**config.mk**
```make
export PLATFORM = sky130hd
export DESIGN_NAME = pipe_hazard_ctrl
export DESIGN_NICKNAME = d
export VERILOG_FILES = /design/src/rtl/pipe_hazard_ctrl.sv
export SDC_FILE = /design/constraint.sdc
export NUM_CORES = 1
export LEC_CHECK = 0
export BUFFER_PORTS_ARGS = -buffer_cell sky130_fd_sc_hd__buf_2
export CAP_MARGIN = 15
export CORE_ASPECT_RATIO = 1.4
export CORE_MARGIN = 3
export CORE_UTILIZATION = 33
export CTS_CLUSTER_SIZE = 8
export DETAILED_ROUTE_END_ITERATION = 10
export GPL_ROUTABILITY_DRIVEN = 0
export PLACE_DENSITY_LB_ADDON = 0.15
export RECOVER_POWER = 100
export SETUP_SLACK_MARGIN = 0.1
export SYNTH_ARGS = -nofsm -noshare
export SYNTH_HDL_FRONTEND = slang
export SYNTH_SLANG_ARGS = --single-unit
```
**constraint.sdc**
```tcl
create_clock -name clk -period 2.5 [get_ports clk]
set_input_delay 0.125 -clock clk [delete_from_list [all_inputs] [get_ports clk]]
set_output_delay 0.125 -clock clk [all_outputs]
set_load 0.01 [all_outputs]
```
**src/rtl/pipe_hazard_ctrl.sv**
```systemverilog
// Hazard and forwarding controller for a 5-stage pipeline: operand forwarding,
// load-use stalls, a single-entry MDU scoreboard and branch squash of ID.
module pipe_hazard_ctrl #(
    parameter int REG_AW   = 5,
    parameter int LOAD_LAT = 1,
    parameter int MDU_LAT  = 4,
    parameter int FWD_WB   = 1
) (
    input  logic              clk,
    input  logic              rst,
    input  logic [REG_AW-1:0] id_rs,
    input  logic [REG_AW-1:0] id_rt,
    input  logic              id_use_rs,
    input  logic              id_use_rt,
    input  logic              id_wreg,
    input  logic [REG_AW-1:0] id_wn,
    input  logic              id_mdu,
    input  logic              ex_wreg,
    input  logic              mem_wreg,
    input  logic              wb_wreg,
    input  logic [REG_AW-1:0] ex_wn,
    input  logic [REG_AW-1:0] mem_wn,
    input  logic [REG_AW-1:0] wb_wn,
    input  logic              ex_m2reg,
    input  logic              br_taken,
    output logic [2:0]        fwd_a,
    output logic [2:0]        fwd_b,
    output logic              stall_if,
    output logic              stall_id,
    output logic              bubble_ex,
    output logic              flush_id,
    output logic              mdu_start,
    output logic              mdu_busy,
    output logic              mdu_done
);

    localparam logic [1:0] LCNT_INIT = 2'(LOAD_LAT - 1);
    localparam logic [3:0] MCNT_INIT = 4'(MDU_LAT);

    logic [1:0]        lcnt;
    logic [3:0]        mcnt;
    logic [REG_AW-1:0] mdu_wn;

    logic luse;
    logic ld_stall;
    logic mdu_hz;
    logic stall;
    logic start_ok;

    // Youngest producer wins; r0 is hardwired zero and never forwarded.
    function automatic logic [2:0] fwd_sel(input logic use_r, input logic [REG_AW-1:0] src);
        logic [2:0] sel;
        sel = 3'b000;
        if (!use_r)
            sel = 3'b001;
        else if (src != '0) begin
            if (ex_wreg && ex_wn == src)
                sel = 3'b010;
            else if (mem_wreg && mem_wn == src)
                sel = 3'b011;
            else if (FWD_WB != 0 && wb_wreg && wb_wn == src)
                sel = 3'b100;
        end
        return sel;
    endfunction

    always_comb begin
        luse = ex_m2reg && ex_wreg && (ex_wn != '0) &&
               ((id_use_rs && id_rs == ex_wn) || (id_use_rt && id_rt == ex_wn));
        ld_stall = (luse && lcnt == 2'd0) || (lcnt != 2'd0);
        mdu_hz = mdu_busy && (id_mdu ||
                              (id_use_rs && id_rs == mdu_wn) ||
                              (id_use_rt && id_rt == mdu_wn) ||
                              (id_wreg && id_wn == mdu_wn));
        stall    = ld_stall || mdu_hz;
        start_ok = id_mdu && !ld_stall && !mdu_hz && !br_taken;
    end

    always_comb begin
        fwd_a     = 3'b000;
        fwd_b     = 3'b000;
        stall_if  = 1'b0;
        stall_id  = 1'b0;
        bubble_ex = 1'b1;
        flush_id  = 1'b1;
        mdu_start = 1'b0;
        mdu_done  = 1'b0;
        if (!rst) begin
            fwd_a     = fwd_sel(id_use_rs, id_rs);
            fwd_b     = fwd_sel(id_use_rt, id_rt);
            stall_if  = stall && !br_taken;
            stall_id  = stall && !br_taken;
            bubble_ex = stall || br_taken;
            flush_id  = br_taken;
            mdu_start = start_ok;
            mdu_done  = mdu_busy && mcnt == 4'd1;
        end
    end

    // A taken branch squashes the dependent in ID, so any pending load stall is dropped.
    always_ff @(posedge clk or posedge rst) begin
        if (rst)
            lcnt <= 2'd0;
        else if (br_taken)
            lcnt <= 2'd0;
        else if (lcnt != 2'd0)
            lcnt <= lcnt - 2'd1;
        else if (luse)
            lcnt <= LCNT_INIT;
    end

    always_ff @(posedge clk or posedge rst) begin
        if (rst) begin
            mdu_busy <= 1'b0;
            mcnt     <= 4'd0;
            mdu_wn   <= '0;
        end else if (start_ok) begin
            mdu_busy <= 1'b1;
            mcnt     <= MCNT_INIT;
            mdu_wn   <= id_wn;
        end else if (mdu_busy) begin
            mcnt <= mcnt - 4'd1;
            if (mcnt == 4'd1)
                mdu_busy <= 1'b0;
        end
    end

endmodule

```
* After elaboration in Yosys (flattened, before gate mapping)
Index checks and enable logic that the tools add are counted.
Operators by class: $add $sub $neg 2, mux-type cells 25, eq/ne operators 12, reduce and logical (&&, ||, !) cells 38
Operators by type and width (number):
- $eq 5x5->1 | 11
- $mux 3 | 12
- $logic_and 1x1->1 | 21
- $reduce_bool 5->1 | 3
- $mux 1 | 8
- $mux 4 | 2
- $logic_or 1x1->1 | 7
- $mux 2 | 3
- $eq 4x1->1 const B | 1
- $reduce_bool 2->1 | 2
- $sub 4x1->4 const B | 1
- $logic_not 1->1 | 3
- $reduce_bool 3->1 | 1
- $logic_not 2->1 | 1
- $sub 2x1->2 const B | 1
Word-level totals: logic and storage cells 81, register bits 12

* Depth between registers and ports, before layout
Gate-level depths: netlist of run 1.
word-level depth 11, depth in mapped cells 7, mapped depth without buffers 6

* Least setup slack after synthesis of run 1
Ideal clock, no wire load.
path type reg2out, start register mdu_wn[3], end output port bubble_ex, path slack 0.676 ns, arrival time 1.699 ns, cell stages (with the launch flop) 7, required time 2.375 ns, path through dfrtp_1 -> xor2_1 -> nor4_1 -> and3_4 -> o41ai_4 -> nand3_1 -> or2_2
Between the ends: longest elaborated chain between the ends 9
Ends and longest elaborated chain:
- start, declared | line 42 | logic [REG_AW-1:0] mdu_wn;
- start signal, assigned | line 120 | mdu_wn <= id_wn;
- $eq 5x5->1 | line 72 | (id_use_rs && id_rs == mdu_wn) ||
- $logic_and 1x1->1 | line 72
- $logic_or 1x1->1 | line 71 | mdu_hz = mdu_busy && (id_mdu ||
- $logic_or 1x1->1 | line 72
- $logic_or 1x1->1 * | line 73 | (id_use_rt && id_rt == mdu_wn) ||
- $logic_and 1x1->1 * | line 71
- $logic_or 1x1->1 * | line 75 | stall = ld_stall || mdu_hz;
- $logic_or 1x1->1 * | line 93 | bubble_ex = stall || br_taken;
- $mux 1 * | line 88 | if (!rst) begin
- end, declared | line 30 | output logic bubble_ex,
Mark *: on every way between the ends. The rest lies on a longest branch, timed or not.

* Worst setup path after layout of run 1
start register mdu_wn[1], end output port bubble_ex
Same word-level chain as after synthesis.

==> results of run 1 <==
## cell usage in the layout, fill, tap and decap left out, types with 5 or more instances in the layout
cell type and instances:
sky130_fd_sc_hd__nor4_1 8, sky130_fd_sc_hd__xor2_1 29, sky130_fd_sc_hd__dfrtp_1 10, sky130_fd_sc_hd__xnor2_1 19, sky130_fd_sc_hd__nor3_1 5, sky130_fd_sc_hd__buf_2 39, sky130_fd_sc_hd__nand3_1 11, sky130_fd_sc_hd__clkbuf_1 15
sky130_fd_sc_hd__nand2_1 14, sky130_fd_sc_hd__nor2_1 6, sky130_fd_sc_hd__mux2_2 5
## stage by stage
step / cell area [µm²] / hold slack, ns / std cells
after CTS: 1610 / 0.0743 / 239
after floorplan: 1290 / 0.00644 / 151
after global routing: 1600 / 0.0975 / 241
final: 1600 / 0.0789 / 241
after detailed placement: 1540 / 0.243 / 234
after global placement: 1540 / 0.233 / 234
## logic make-up (layout without fill, tap and decap cells)
group                      count (synthesis)  after routing
and+or+nand+nor                           57             57
DFF                                       12             12
adders and majority gates                  2              2
muxes                                      5              5
AOI/OAI and AO/OA                         11             11
xor gates and xnor gates                  48             48
buffers and inverters                     16             64
## worst min-delay path by stage
stage | start | to | cells past startpoint | slack (ns)
6_report | br_taken | lcnt[0]$_DFFE_PP0P_ | 2 | 0.08
2_1_floorplan | rst | lcnt[0]$_DFFE_PP0P_ | 1 | 0.006
4_1_cts | br_taken | lcnt[0]$_DFFE_PP0P_ | 2 | 0.07
3_3_place_gp | rst | lcnt[1]$_DFFE_PP0P_ | 2 | 0.23
3_5_place_dp | rst | lcnt[1]$_DFFE_PP0P_ | 2 | 0.24
5_1_grt | br_taken | lcnt[0]$_DFFE_PP0P_ | 2 | 0.1
## final cells by class
| class | instances | area [µm²] |
|---|---|---|
| Multi-Input combinational cell | 123 | 907 |
| Timing Repair Buffer | 56 | 269 |
| Inverter | 4 | 15.0 |
| Tap cell | 42 | 52.6 |
| Sequential cell | 12 | 303 |
| Fill cell | 408 | 2110 |
| Clock buffer | 4 | 55.1 |
## Yosys cell counts, drive strengths merged, types with 2 or more instances
library cell   n
and3           3
nor3b          2
mux2           5
a31oi          3
inv            4
buf           11
xnor2         19
nand3b         2
nor3           5
ha             2
nand3         12
or2            2
nand2         14
xor2          29
a21oi          4
nor2           6
dfrtp         12
nor4           8
## where the power goes
group          leakage, nW  switching, mW  internal, mW  total [mW]
logic                0.532          0.218         0.245       0.463
clock network       0.0288         0.0693         0.139       0.208
registers            0.142          0.104         0.272       0.377
## flip-flops by register name, summed over array words and instances (netlist names)
name      count
lcnt          2
mdu_busy      1
mcnt          4
mdu_wn        5
## per-layer routing
metal	wire length [µm]	track usage, %
met5	0	0
met2	2190	34.1
met4	50	5.22
met1	1350	17.7
met3	169	1.29
## worst max-delay path: stages, from the launching register on
cell                       delay [ns]
sky130_fd_sc_hd__dfrtp_2         0.44
sky130_fd_sc_hd__xor2_1          0.14
sky130_fd_sc_hd__nor4_1          0.07
sky130_fd_sc_hd__and3_1          0.20
sky130_fd_sc_hd__o41ai_4         0.43
sky130_fd_sc_hd__nand3_1         0.14
sky130_fd_sc_hd__or2_2           0.32
sky130_fd_sc_hd__clkbuf_1        0.13
## timing repair
item                                   in CTS  in global routing
endpoints found under the hold margin      12                  0
hold buffers                                1                  0
setup buffers                               0                  2
setup endpoints to repair                   0                  2
gates resized for setup                     0                  3
==> metrics.json, run 1 <==
{
  "slew_limit_headroom": {"value": 51.4, "unit": "%"},
  "detailed_place_hpwl": {"value": 3200, "unit": "µm"},
  "cts.root.buffer_cell": {"value": "sky130_fd_sc_hd__clkbuf_8"},
  "antenna-diode-count": {"value": 0},
  "cp_max_fo": {"value": 5},
  "tritoncts": {"value": "yes"},
  "h_tree_lvl_count": {"value": 1},
  "finalCoreUtilization": {"value": 43.2, "unit": "%"},
  "min_setup_slack_post_route": {"value": 0.268, "unit": "ns"},
  "final_layout_size_suffix_gt1_share": {"value": 28.1, "unit": "%"},
  "area_delta_synth_final": {"value": 24.0, "unit": "%"},
  "placement.io_buffers": {"value": 53},
  "hold_path.class": {"value": "input port to register"},
  "synth-edff-count": {"value": 0},
  "maxClockFrequency": {"value": 448, "unit": "MHz"},
  "slew_worst_pin": {"value": 0.723, "unit": "ns"},
  "slew_viol_final": {"value": 0},
  "ir_worst_vdd": {"value": 0.000467, "unit": "V"},
  "detail_route.iter0.violations": {"value": 30},
  "ant_nets": {"value": 0},
  "worstRegToRegCells": {"value": 8},
  "top_cells_by_area_in_the_synthesized_netlist": {"value": "sky130_fd_sc_hd__dfrtp_1, sky130_fd_sc_hd__xor2_1, sky130_fd_sc_hd__xnor2_1"},
  "yosys.area_share.adder": {"value": 1.94, "unit": "%"},
  "finish.net_count": {"value": 243},
  "pwrdens": {"value": 654, "unit": "nW/µm²"},
  "cts-root-to-sink-buffers": {"value": 2},
  "cp-startpoint": {"value": "mdu_wn[1]$_DFFE_PP0P_"},
  "routed_wl": {"value": 3770, "unit": "µm"},
  "clk_pin_slew": {"value": 0.06, "unit": "ns"},
  "yosysWarnings": {"value": 0},
  "r2r-start": {"value": "mdu_wn[3]$_DFFE_PP0P_"},
  "wl_per_cell": {"value": 15.6, "unit": "µm"},
  "crit_path_start_kind": {"value": "register"},
  "critical_path_class": {"value": "register to output pin"},
  "grt.overflow.total": {"value": 0},
  "netlist.area_leader.share": {"value": 23.3, "unit": "%"},
  "start_util": {"value": 34.8, "unit": "%"},
  "grt_use_total": {"value": 17.0, "unit": "%"},
  "period_utilization_post_route": {"value": 89.3, "unit": "%"},
  "finalSetupTns": {"value": 0, "unit": "ns"},
  "synthFlopType": {"value": "sky130_fd_sc_hd__dfrtp_1"},
  "crit_path_end": {"value": "bubble_ex"},
  "grt_start_max_net_pins": {"value": 15},
  "async_flop_share": {"value": 100, "unit": "%"},
  "dp_worst_setup_slack": {"value": 0.377, "unit": "ns"},
  "clock_skew": {"value": 0.00472, "unit": "ns"},
  "power.leakage": {"value": 0.703, "unit": "nW"},
  "design.core.area": {"value": 3710, "unit": "µm²"},
  "run_status": {"value": "finished, final reports clean"},
  "mappedNetlistArea": {"value": 1290, "unit": "µm²"},
  "ys_ff_latch": {"value": 12},
  "synth_xor_xnor_area_share": {"value": 32.6, "unit": "%"},
  "post_synth_mux_area_share": {"value": 4.36, "unit": "%"},
  "floorplan.die_area": {"value": 4710, "unit": "µm²"},
  "ys_types": {"value": 29},
  "grt_first_pass_wirelength": {"value": 6160, "unit": "µm"},
  "numCtsBuffers": {"value": 3},
  "worst_ep_required_time": {"value": 2.38, "unit": "ns"},
  "grt_setup_unrepaired": {"value": "no"},
  "r2r_end": {"value": "mdu_wn[4]$_DFFE_PP0P_"},
  "post_synthesis_compound_gate_area_fraction": {"value": 7.07, "unit": "%"},
  "finalPower": {"value": 1.05, "unit": "mW"},
  "regToRegSetupSlack": {"value": 0.40, "unit": "ns"},
  "yosys.area_share.simple": {"value": 24.3, "unit": "%"},
  "std_cell_rows": {"value": 26},
  "synth_largest_area_cell": {"value": "sky130_fd_sc_hd__dfrtp_1"},
  "cts_sinks": {"value": 12},
  "num_ports": {"value": 54},
  "grt_antenna_before_repair": {"value": 0},
  "route.vias.total": {"value": 1237},
  "synthesis.area_per_instance": {"value": 8.55, "unit": "µm²"},
  "timing.final.setup_violations": {"value": 0},
  "worstPathArrival": {"value": 2.11, "unit": "ns"},
  "floorplan.die.height": {"value": 80.0, "unit": "µm"},
  "synth_cells": {"value": 151},
  "max_cap_viol_count": {"value": 0},
  "firstDrtPassIters": {"value": 4},
  "min_period": {"value": 2.23, "unit": "ns"},
  "clock_latency": {"value": 0.24, "unit": "ns"},
  "post-route-drc-count": {"value": 0},
  "finalHoldViolCount": {"value": 0},
  "grt_pass1_vias": {"value": 1315},
  "detail_route.vias_per_cell": {"value": 5.13},
  "syn_nets": {"value": 194},
  "synth_top_family_by_area": {"value": "XOR/XNOR gates"},
  "critical_path.endpoint_type": {"value": "output pin"},
  "fp.dieW": {"value": 58.9, "unit": "µm"},
  "synth-seq-area-share": {"value": 23.3, "unit": "%"}
}
No activity file was read; power rests on OpenSTA's default activity.
==> inputs of run 2 (changes only) <==
Settings changed: CELL_PAD_IN_SITES_DETAIL_PLACEMENT set to 0, CELL_PAD_IN_SITES_GLOBAL_PLACEMENT set to 2, CORE_UTILIZATION 33 to 27.
==> run 2 against run 1 <==
  * Combinational power is 4% lower
  * Cell area up 0.63%
  * Clock skew is essentially flat
  * Critical path depth stayed put
  * Final cell count grew 8.3%
  * Die area increased by 20%
  * Flip-flop and latch count is the same
  * Routed wire length is 2.9% higher
  * Critical path type is now register to register
  * Critical endpoint is now mdu_wn[4]$_DFFE_PP0P_
  * Setup slack got worse by 0.043 ns
==> metrics.json, run 2 (synthesized netlist as in run 1, its figures left out) <==
{
  "run_status": {"value": "finished, final reports clean"},
  "detail_route.vias_per_cell": {"value": 4.67},
  "routed_wl": {"value": 3870, "unit": "µm"},
  "critical-path-max-stage-delay": {"value": 0.43, "unit": "ns"},
  "layout_commonest_cell": {"value": "sky130_fd_sc_hd__buf_2"},
  "post-route-drc-count": {"value": 0},
  "crit_path_start_kind": {"value": "register"},
  "clock_skew": {"value": 0.00474, "unit": "ns"},
  "floorplan.die.height": {"value": 87.8, "unit": "µm"},
  "largest_registers": {"value": "mdu_wn (5), mcnt (4), lcnt (2)"},
  "grt_pass1_vias": {"value": 1322},
  "switching_power": {"value": 387, "unit": "µW"},
  "crit_slowest_cell": {"value": "sky130_fd_sc_hd__dfrtp_1"},
  "cts-root-to-sink-buffers": {"value": 2},
  "r2r-start": {"value": "mdu_wn[1]$_DFFE_PP0P_"},
  "worstRegToRegCells": {"value": 7},
  "h_tree_lvl_count": {"value": 1},
  "finalSetupTns": {"value": 0, "unit": "ns"},
  "timing.final.setup_violations": {"value": 0},
  "wl_per_cell": {"value": 14.8, "unit": "µm"},
  "highest_count_cells_in_the_layout_ignoring_fill_and_taps": {"value": "sky130_fd_sc_hd__buf_2, sky130_fd_sc_hd__xor2_1, sky130_fd_sc_hd__xnor2_1"},
  "combinational_group_share_of_total_power": {"value": 43.2, "unit": "%"},
  "grt_setup_unrepaired": {"value": "no"},
  "grt_first_pass_wirelength": {"value": 6220, "unit": "µm"},
  "maxClockFrequency": {"value": 439, "unit": "MHz"},
  "floorplan.die_area": {"value": 5660, "unit": "µm²"},
  "min_period": {"value": 2.28, "unit": "ns"},
  "detail_route.iter0.violations": {"value": 28},
  "slew_worst_pin": {"value": 0.541, "unit": "ns"},
  "detailed_place_hpwl": {"value": 3340, "unit": "µm"},
  "critical_path.endpoint_type": {"value": "register"},
  "ir_worst_vdd": {"value": 0.000415, "unit": "V"},
  "pwrdens": {"value": 640, "unit": "nW/µm²"},
  "worst_ep_required_time": {"value": 2.62, "unit": "ns"},
  "placement.io_buffers": {"value": 53},
  "number_of_flip_flops_under_the_largest_register_name": {"value": 5},
  "fillCellCount": {"value": 526},
  "seq_area": {"value": 300, "unit": "µm²"},
  "grt_use_total": {"value": 14.4, "unit": "%"},
  "final_layout_size_suffix_gt1_share": {"value": 26.6, "unit": "%"},
  "numCtsBuffers": {"value": 3},
  "cts.root.buffer_cell": {"value": "sky130_fd_sc_hd__clkbuf_8"},
  "clock_latency": {"value": 0.24, "unit": "ns"},
  "netSwitchingFraction": {"value": 37.5, "unit": "%"},
  "fp.dieW": {"value": 64.4, "unit": "µm"},
  "slew_viol_final": {"value": 0},
  "post_cts_resized": {"value": 0},
  "cp_max_fo": {"value": 8},
  "design.core.area": {"value": 4570, "unit": "µm²"},
  "slew_limit_headroom": {"value": 63.9, "unit": "%"},
  "critical_path_class": {"value": "register to register"},
  "finalHoldViolCount": {"value": 0},
  "tritoncts": {"value": "yes"},
  "cp-startpoint": {"value": "mdu_wn[1]$_DFFE_PP0P_"},
  "grt_start_max_net_pins": {"value": 15},
  "worst_hold_slack": {"value": 0.0756, "unit": "ns"},
  "ant_nets": {"value": 0},
  "clk_pin_slew": {"value": 0.06, "unit": "ns"},
  "share_clk_of_total_power": {"value": 20.6, "unit": "%"},
  "antenna-diode-count": {"value": 0},
  "route.vias.total": {"value": 1218},
  "sequentialPowerShare": {"value": 36.2, "unit": "%"},
  "firstDrtPassIters": {"value": 5},
  "cts_sinks": {"value": 12},
  "finish.net_count": {"value": 243},
  "start_util": {"value": 28.2, "unit": "%"},
  "std_cell_rows": {"value": 29},
  "regToRegSetupSlack": {"value": 0.22, "unit": "ns"},
  "period_utilization_post_route": {"value": 91.0, "unit": "%"},
  "worstPathArrival": {"value": 2.40, "unit": "ns"},
  "internal_power": {"value": 644, "unit": "µW"},
  "multiInputGateArea": {"value": 895, "unit": "µm²"},
  "max_cap_viol_count": {"value": 0},
  "hold_path.class": {"value": "input port to register"},
  "registers.top_by_ff_count": {"value": "mdu_wn"},
  "path_cells": {"value": "xor2_1 -> nor4_1 -> and3_1 -> o41ai_4 -> clkbuf_1 -> nand3_1 -> mux2_2"},
  "power.leakage": {"value": 0.703, "unit": "nW"},
  "grt.overflow.total": {"value": 0},
  "r2r_end": {"value": "mdu_wn[4]$_DFFE_PP0P_"},
  "num_ports": {"value": 54},
  "area_delta_synth_final": {"value": 24.8, "unit": "%"},
  "grt_antenna_before_repair": {"value": 0},
  "crit_path_end": {"value": "mdu_wn[4]$_DFFE_PP0P_"}
}
-- run 2: cell types whose count changed in the layout (fill, tap and decap cells not counted) --
| cell | change |
|---|---|
| sky130_fd_sc_hd__dfrtp_1 | +2 |
| sky130_fd_sc_hd__dfrtp_2 | -2 |
| sky130_fd_sc_hd__buf_4 | +1 |
| sky130_fd_sc_hd__clkbuf_4 | -1 |
| sky130_fd_sc_hd__nand3_1 | +1 |
| sky130_fd_sc_hd__nand3_4 | -1 |
-- run 2: metal layers --
layer,track usage (%),vias to the layer above,share of wire [%]
li1,-,607,-
met2,26.9,32,56
met4,8.65,0,3.4
met1,15.5,571,37
met5,0,-,0
met3,1.54,8,4.1
-- run 2: critical path, delay by kind of cell, from the launching register on --
| family | cells | cell delay, ns |
|---|---|---|
| AO/OA/AOI/OAI | 1 | 0.43 |
| XOR/XNOR | 1 | 0.17 |
| flip-flops | 1 | 0.43 |
| buffers and inverters | 1 | 0.17 |
| multiplexers | 1 | 0.39 |
| AND/OR/NAND/NOR | 3 | 0.57 |
-- run 2: metrics by stage --
step           power (mW)  utilization [%]  setup WS [ns]  std cells  instance area, µm²
2_1_floorplan       0.704                -          0.676        151                1290
3_3_place_gp        0.814             34.4          0.460        255                1570
3_5_place_dp        0.834             34.4          0.414        255                1570
4_1_cts              1.05             35.8          0.145        260                1640
5_1_grt              1.12             35.2         0.0578        261                1610
6_report             1.03             35.2          0.224        261                1610
-- run 2: how the worst min path moves through the flow --
stage                     cells past startpoint  slack, ns     start                   to
after floorplan                               1      0.006       rst  lcnt[0]$_DFFE_PP0P_
after global placement                        2       0.24       rst  lcnt[1]$_DFFE_PP0P_
after detailed placement                      2       0.25       rst  lcnt[1]$_DFFE_PP0P_
after CTS                                     2       0.07  br_taken  lcnt[0]$_DFFE_PP0P_
after global routing                          2       0.08  br_taken  lcnt[0]$_DFFE_PP0P_
final                                         2       0.08  br_taken  lcnt[0]$_DFFE_PP0P_
-- run 2: layout make-up --
type / instances / area share (%)
clock buffers: 4 / 3.42
inverters: 4 / 0.932
multi-input cells: 123 / 55.5
flip-flops and latches: 12 / 18.6
well taps: 62 / 4.81
repair buffers: 56 / 16.7
-- run 2: power groups by stage --
stage                     logic [mW]  registers (mW)  clock network [mW]
after floorplan                0.360           0.344                   0
after global placement         0.443           0.370                   0
after detailed placement       0.456           0.378                   0
after CTS                      0.460           0.374               0.220
after global routing           0.507           0.389               0.227
final                          0.445           0.373               0.213
-- run 2: what timing repair did --
action	CTS	global route
hold endpoints to repair	12	0
hold buffers	1	0
setup buffers	0	1
endpoints found under the setup margin	0	2
==> inputs of run 3 (changes only) <==
==> constraint.sdc (replaced) <==
create_clock -name clk -period 2.5 [get_ports clk]
set_input_delay 0.5 -clock clk [delete_from_list [all_inputs] [get_ports clk]]
set_output_delay 0.5 -clock clk [all_outputs]
set_load 0.01 [all_outputs]
==> run 3 against run 2 <==
  * Die area stayed put
  * Combinational power rose by 19%
  * Sequential share of layout area shrank 2.1 points
  * Global-route usage grew 0.17 points
  * First-iteration DRC count unchanged
  * Critical path depth unchanged
  * Largest power group unchanged
  * Worst hold slack gained 0.37 ns
  * Sequential power fell by 2%
  * The flow now finishes with violations (setup timing)
==> metrics.json, run 3 (synthesized netlist as in run 1, its figures left out) <==
{
  "number_of_flip_flops_under_the_largest_register_name": {"value": 5},
  "detailed_place_hpwl": {"value": 3350, "unit": "µm"},
  "sequentialPowerShare": {"value": 33.1, "unit": "%"},
  "crit_slowest_cell": {"value": "sky130_fd_sc_hd__dfrtp_1"},
  "fillCellCount": {"value": 527},
  "r2r_end": {"value": "mdu_wn[3]$_DFFE_PP0P_"},
  "grt_start_max_net_pins": {"value": 13},
  "clk_pin_slew": {"value": 0.05, "unit": "ns"},
  "largest_registers": {"value": "mdu_wn (5), mcnt (4), lcnt (2)"},
  "share_clk_of_total_power": {"value": 18.9, "unit": "%"},
  "h_tree_lvl_count": {"value": 1},
  "ir_worst_vdd": {"value": 0.000435, "unit": "V"},
  "design.core.area": {"value": 4570, "unit": "µm²"},
  "hold_path.class": {"value": "input port to register"},
  "path_cells": {"value": "xor2_1 -> nor4_2 -> and3_4 -> o41ai_4 -> nand3_1 -> or2_4 -> buf_6"},
  "min_period": {"value": 2.50, "unit": "ns"},
  "regToRegSetupSlack": {"value": 0.14, "unit": "ns"},
  "slew_worst_pin": {"value": 0.675, "unit": "ns"},
  "cts_sinks": {"value": 12},
  "placement.io_buffers": {"value": 53},
  "grt_use_total": {"value": 14.6, "unit": "%"},
  "firstDrtPassIters": {"value": 4},
  "run_status": {"value": "complete, but fails checks"},
  "num_ports": {"value": 54},
  "clock_latency": {"value": 0.24, "unit": "ns"},
  "maxClockFrequency": {"value": 400, "unit": "MHz"},
  "critical-path-top-delay-family": {"value": "simple AND/OR/NAND/NOR gates"},
  "start_util": {"value": 28.2, "unit": "%"},
  "dpl_cell_area": {"value": 1700, "unit": "µm²"},
  "numCtsBuffers": {"value": 3},
  "ant_nets": {"value": 0},
  "period_utilization_post_route": {"value": 100, "unit": "%"},
  "switching_power": {"value": 405, "unit": "µW"},
  "combinational_group_share_of_total_power": {"value": 47.9, "unit": "%"},
  "internal_power": {"value": 702, "unit": "µW"},
  "route.vias.total": {"value": 1276},
  "dp_worst_setup_slack": {"value": -0.00878, "unit": "ns"},
  "finalHoldViolCount": {"value": 0},
  "worst_ep_required_time": {"value": 2.00, "unit": "ns"},
  "antenna-diode-count": {"value": 0},
  "critical-path-max-stage-delay": {"value": 0.42, "unit": "ns"},
  "finalNonFillerCells": {"value": 279},
  "crit_path_end": {"value": "bubble_ex"},
  "clock_skew": {"value": 0.00278, "unit": "ns"},
  "crit_path_start_kind": {"value": "register"},
  "timing.final.setup_violations": {"value": 1},
  "wl_per_cell": {"value": 13.9, "unit": "µm"},
  "cp-startpoint": {"value": "mdu_wn[2]$_DFFE_PP0P_"},
  "r2r-start": {"value": "mdu_wn[0]$_DFFE_PP0P_"},
  "power.leakage": {"value": 0.826, "unit": "nW"},
  "slew_viol_final": {"value": 0},
  "finalPower": {"value": 1.11, "unit": "mW"},
  "slew_limit_headroom": {"value": 55.0, "unit": "%"},
  "netSwitchingFraction": {"value": 36.6, "unit": "%"},
  "final_layout_size_suffix_gt1_share": {"value": 39.6, "unit": "%"},
  "registers.top_by_ff_count": {"value": "mdu_wn"},
  "critical_path.endpoint_type": {"value": "output pin"},
  "worstPathArrival": {"value": 2.00, "unit": "ns"},
  "dp_cells": {"value": 271},
  "routed_wl": {"value": 3890, "unit": "µm"},
  "failed_checks": {"value": "setup timing"},
  "max_cap_viol_count": {"value": 0},
  "critical_path_class": {"value": "register to output pin"},
  "worstRegToRegCells": {"value": 9},
  "cts.root.buffer_cell": {"value": "sky130_fd_sc_hd__clkbuf_8"},
  "finish.net_count": {"value": 261},
  "grt_setup_unrepaired": {"value": "yes"},
  "layout_commonest_cell": {"value": "sky130_fd_sc_hd__buf_2"},
  "detail_route.vias_per_cell": {"value": 4.57},
  "fp.dieW": {"value": 64.4, "unit": "µm"},
  "grt_antenna_before_repair": {"value": 0},
  "grt.overflow.total": {"value": 0},
  "pwrdens": {"value": 611, "unit": "nW/µm²"},
  "grt_pass1_vias": {"value": 1393},
  "cts-root-to-sink-buffers": {"value": 2},
  "post-route-drc-count": {"value": 0},
  "design_area": {"value": 1810, "unit": "µm²"},
  "min_setup_slack_post_route": {"value": -0.00273, "unit": "ns"},
  "area_delta_synth_final": {"value": 40.4, "unit": "%"},
  "detail_route.iter0.violations": {"value": 28},
  "highest_count_cells_in_the_layout_ignoring_fill_and_taps": {"value": "sky130_fd_sc_hd__buf_2, sky130_fd_sc_hd__xor2_1, sky130_fd_sc_hd__xnor2_1"},
  "critical_path_depth": {"value": 7},
  "floorplan.die.height": {"value": 87.8, "unit": "µm"},
  "post_cts_hold_buffer_count": {"value": 0},
  "std_cell_rows": {"value": 29},
  "path_buf_inv": {"value": 1},
  "tritoncts": {"value": "yes"},
  "worst_hold_slack": {"value": 0.450, "unit": "ns"},
  "grt_first_pass_wirelength": {"value": 6360, "unit": "µm"},
  "floorplan.die_area": {"value": 5660, "unit": "µm²"},
  "cp_max_fo": {"value": 4}
}
-- run 3: cell types whose count changed in the layout (fill, tap and decap cells not counted), moves of 2 or more --
cell and change:
sky130_fd_sc_hd__nand3_1 -2, sky130_fd_sc_hd__buf_6 +2, sky130_fd_sc_hd__buf_2 +8, sky130_fd_sc_hd__buf_4 +16, sky130_fd_sc_hd__clkbuf_1 -8
-- run 3: layout make-up --
type / instances / area [µm²] / area share (%)
multi-input combinational: 123 / 948 / 52.3
inverter: 4 / 15.0 / 0.828
sequential: 12 / 300 / 16.6
tap: 62 / 77.6 / 4.28
clock buffer: 4 / 55.1 / 3.04
timing repair buffer: 74 / 417 / 23.0
-- run 3: how the worst min path moves through the flow --
stage | start | depth (start not counted) | slack (ns) | end
after global routing | br_taken | 2 | 0.46 | lcnt[0]$_DFFE_PP0P_
final | br_taken | 2 | 0.45 | lcnt[0]$_DFFE_PP0P_
after CTS | rst | 3 | 0.36 | mdu_busy$_DFF_PP0_
after detailed placement | lcnt[0]$_DFFE_PP0P_ | 1 | 0.47 | lcnt[0]$_DFFE_PP0P_
after global placement | lcnt[0]$_DFFE_PP0P_ | 1 | 0.46 | lcnt[0]$_DFFE_PP0P_
after floorplan | rst | 1 | 0.38 | lcnt[0]$_DFFE_PP0P_
-- run 3: repair_timing --
| item | in CTS | in global routing |
|---|---|---|
| pin swaps | 7 | 11 |
| endpoints found under the setup margin | 4 | 8 |
| gates resized for setup | 1 | 10 |
| setup buffers | 3 | 1 |
-- run 3: power by group through the flow --
stage | Clock (mW) | Combinational (mW) | Sequential [mW]
after floorplan | 0 | 0.364 | 0.344
after global placement | 0 | 0.479 | 0.374
after detailed placement | 0 | 0.488 | 0.377
after CTS | 0.216 | 0.528 | 0.369
after global routing | 0.228 | 0.602 | 0.384
final | 0.210 | 0.531 | 0.367
-- run 3: metal layers --
layer  wire, µm  vias to the layer above  part of all wire [%]  GRT usage (%)
met5          0                        -                     0              0
met2       2260                       33                    58           29.5
met4         54                        0                   1.4           5.19
li1           -                      642                     -              -
met1       1400                      596                    36           15.2
met3        171                        5                   4.4           1.54
-- run 3: per-stage QoR --
| stage | utilization, % | setup TNS [ns] |
|---|---|---|
| after floorplan | - | 0 |
| after global placement | 37.2 | 0 |
| after detailed placement | 37.2 | -0.00878 |
| after CTS | 39.0 | -0.0645 |
| after global routing | 39.7 | -0.617 |
| final | 39.7 | -0.00273 |
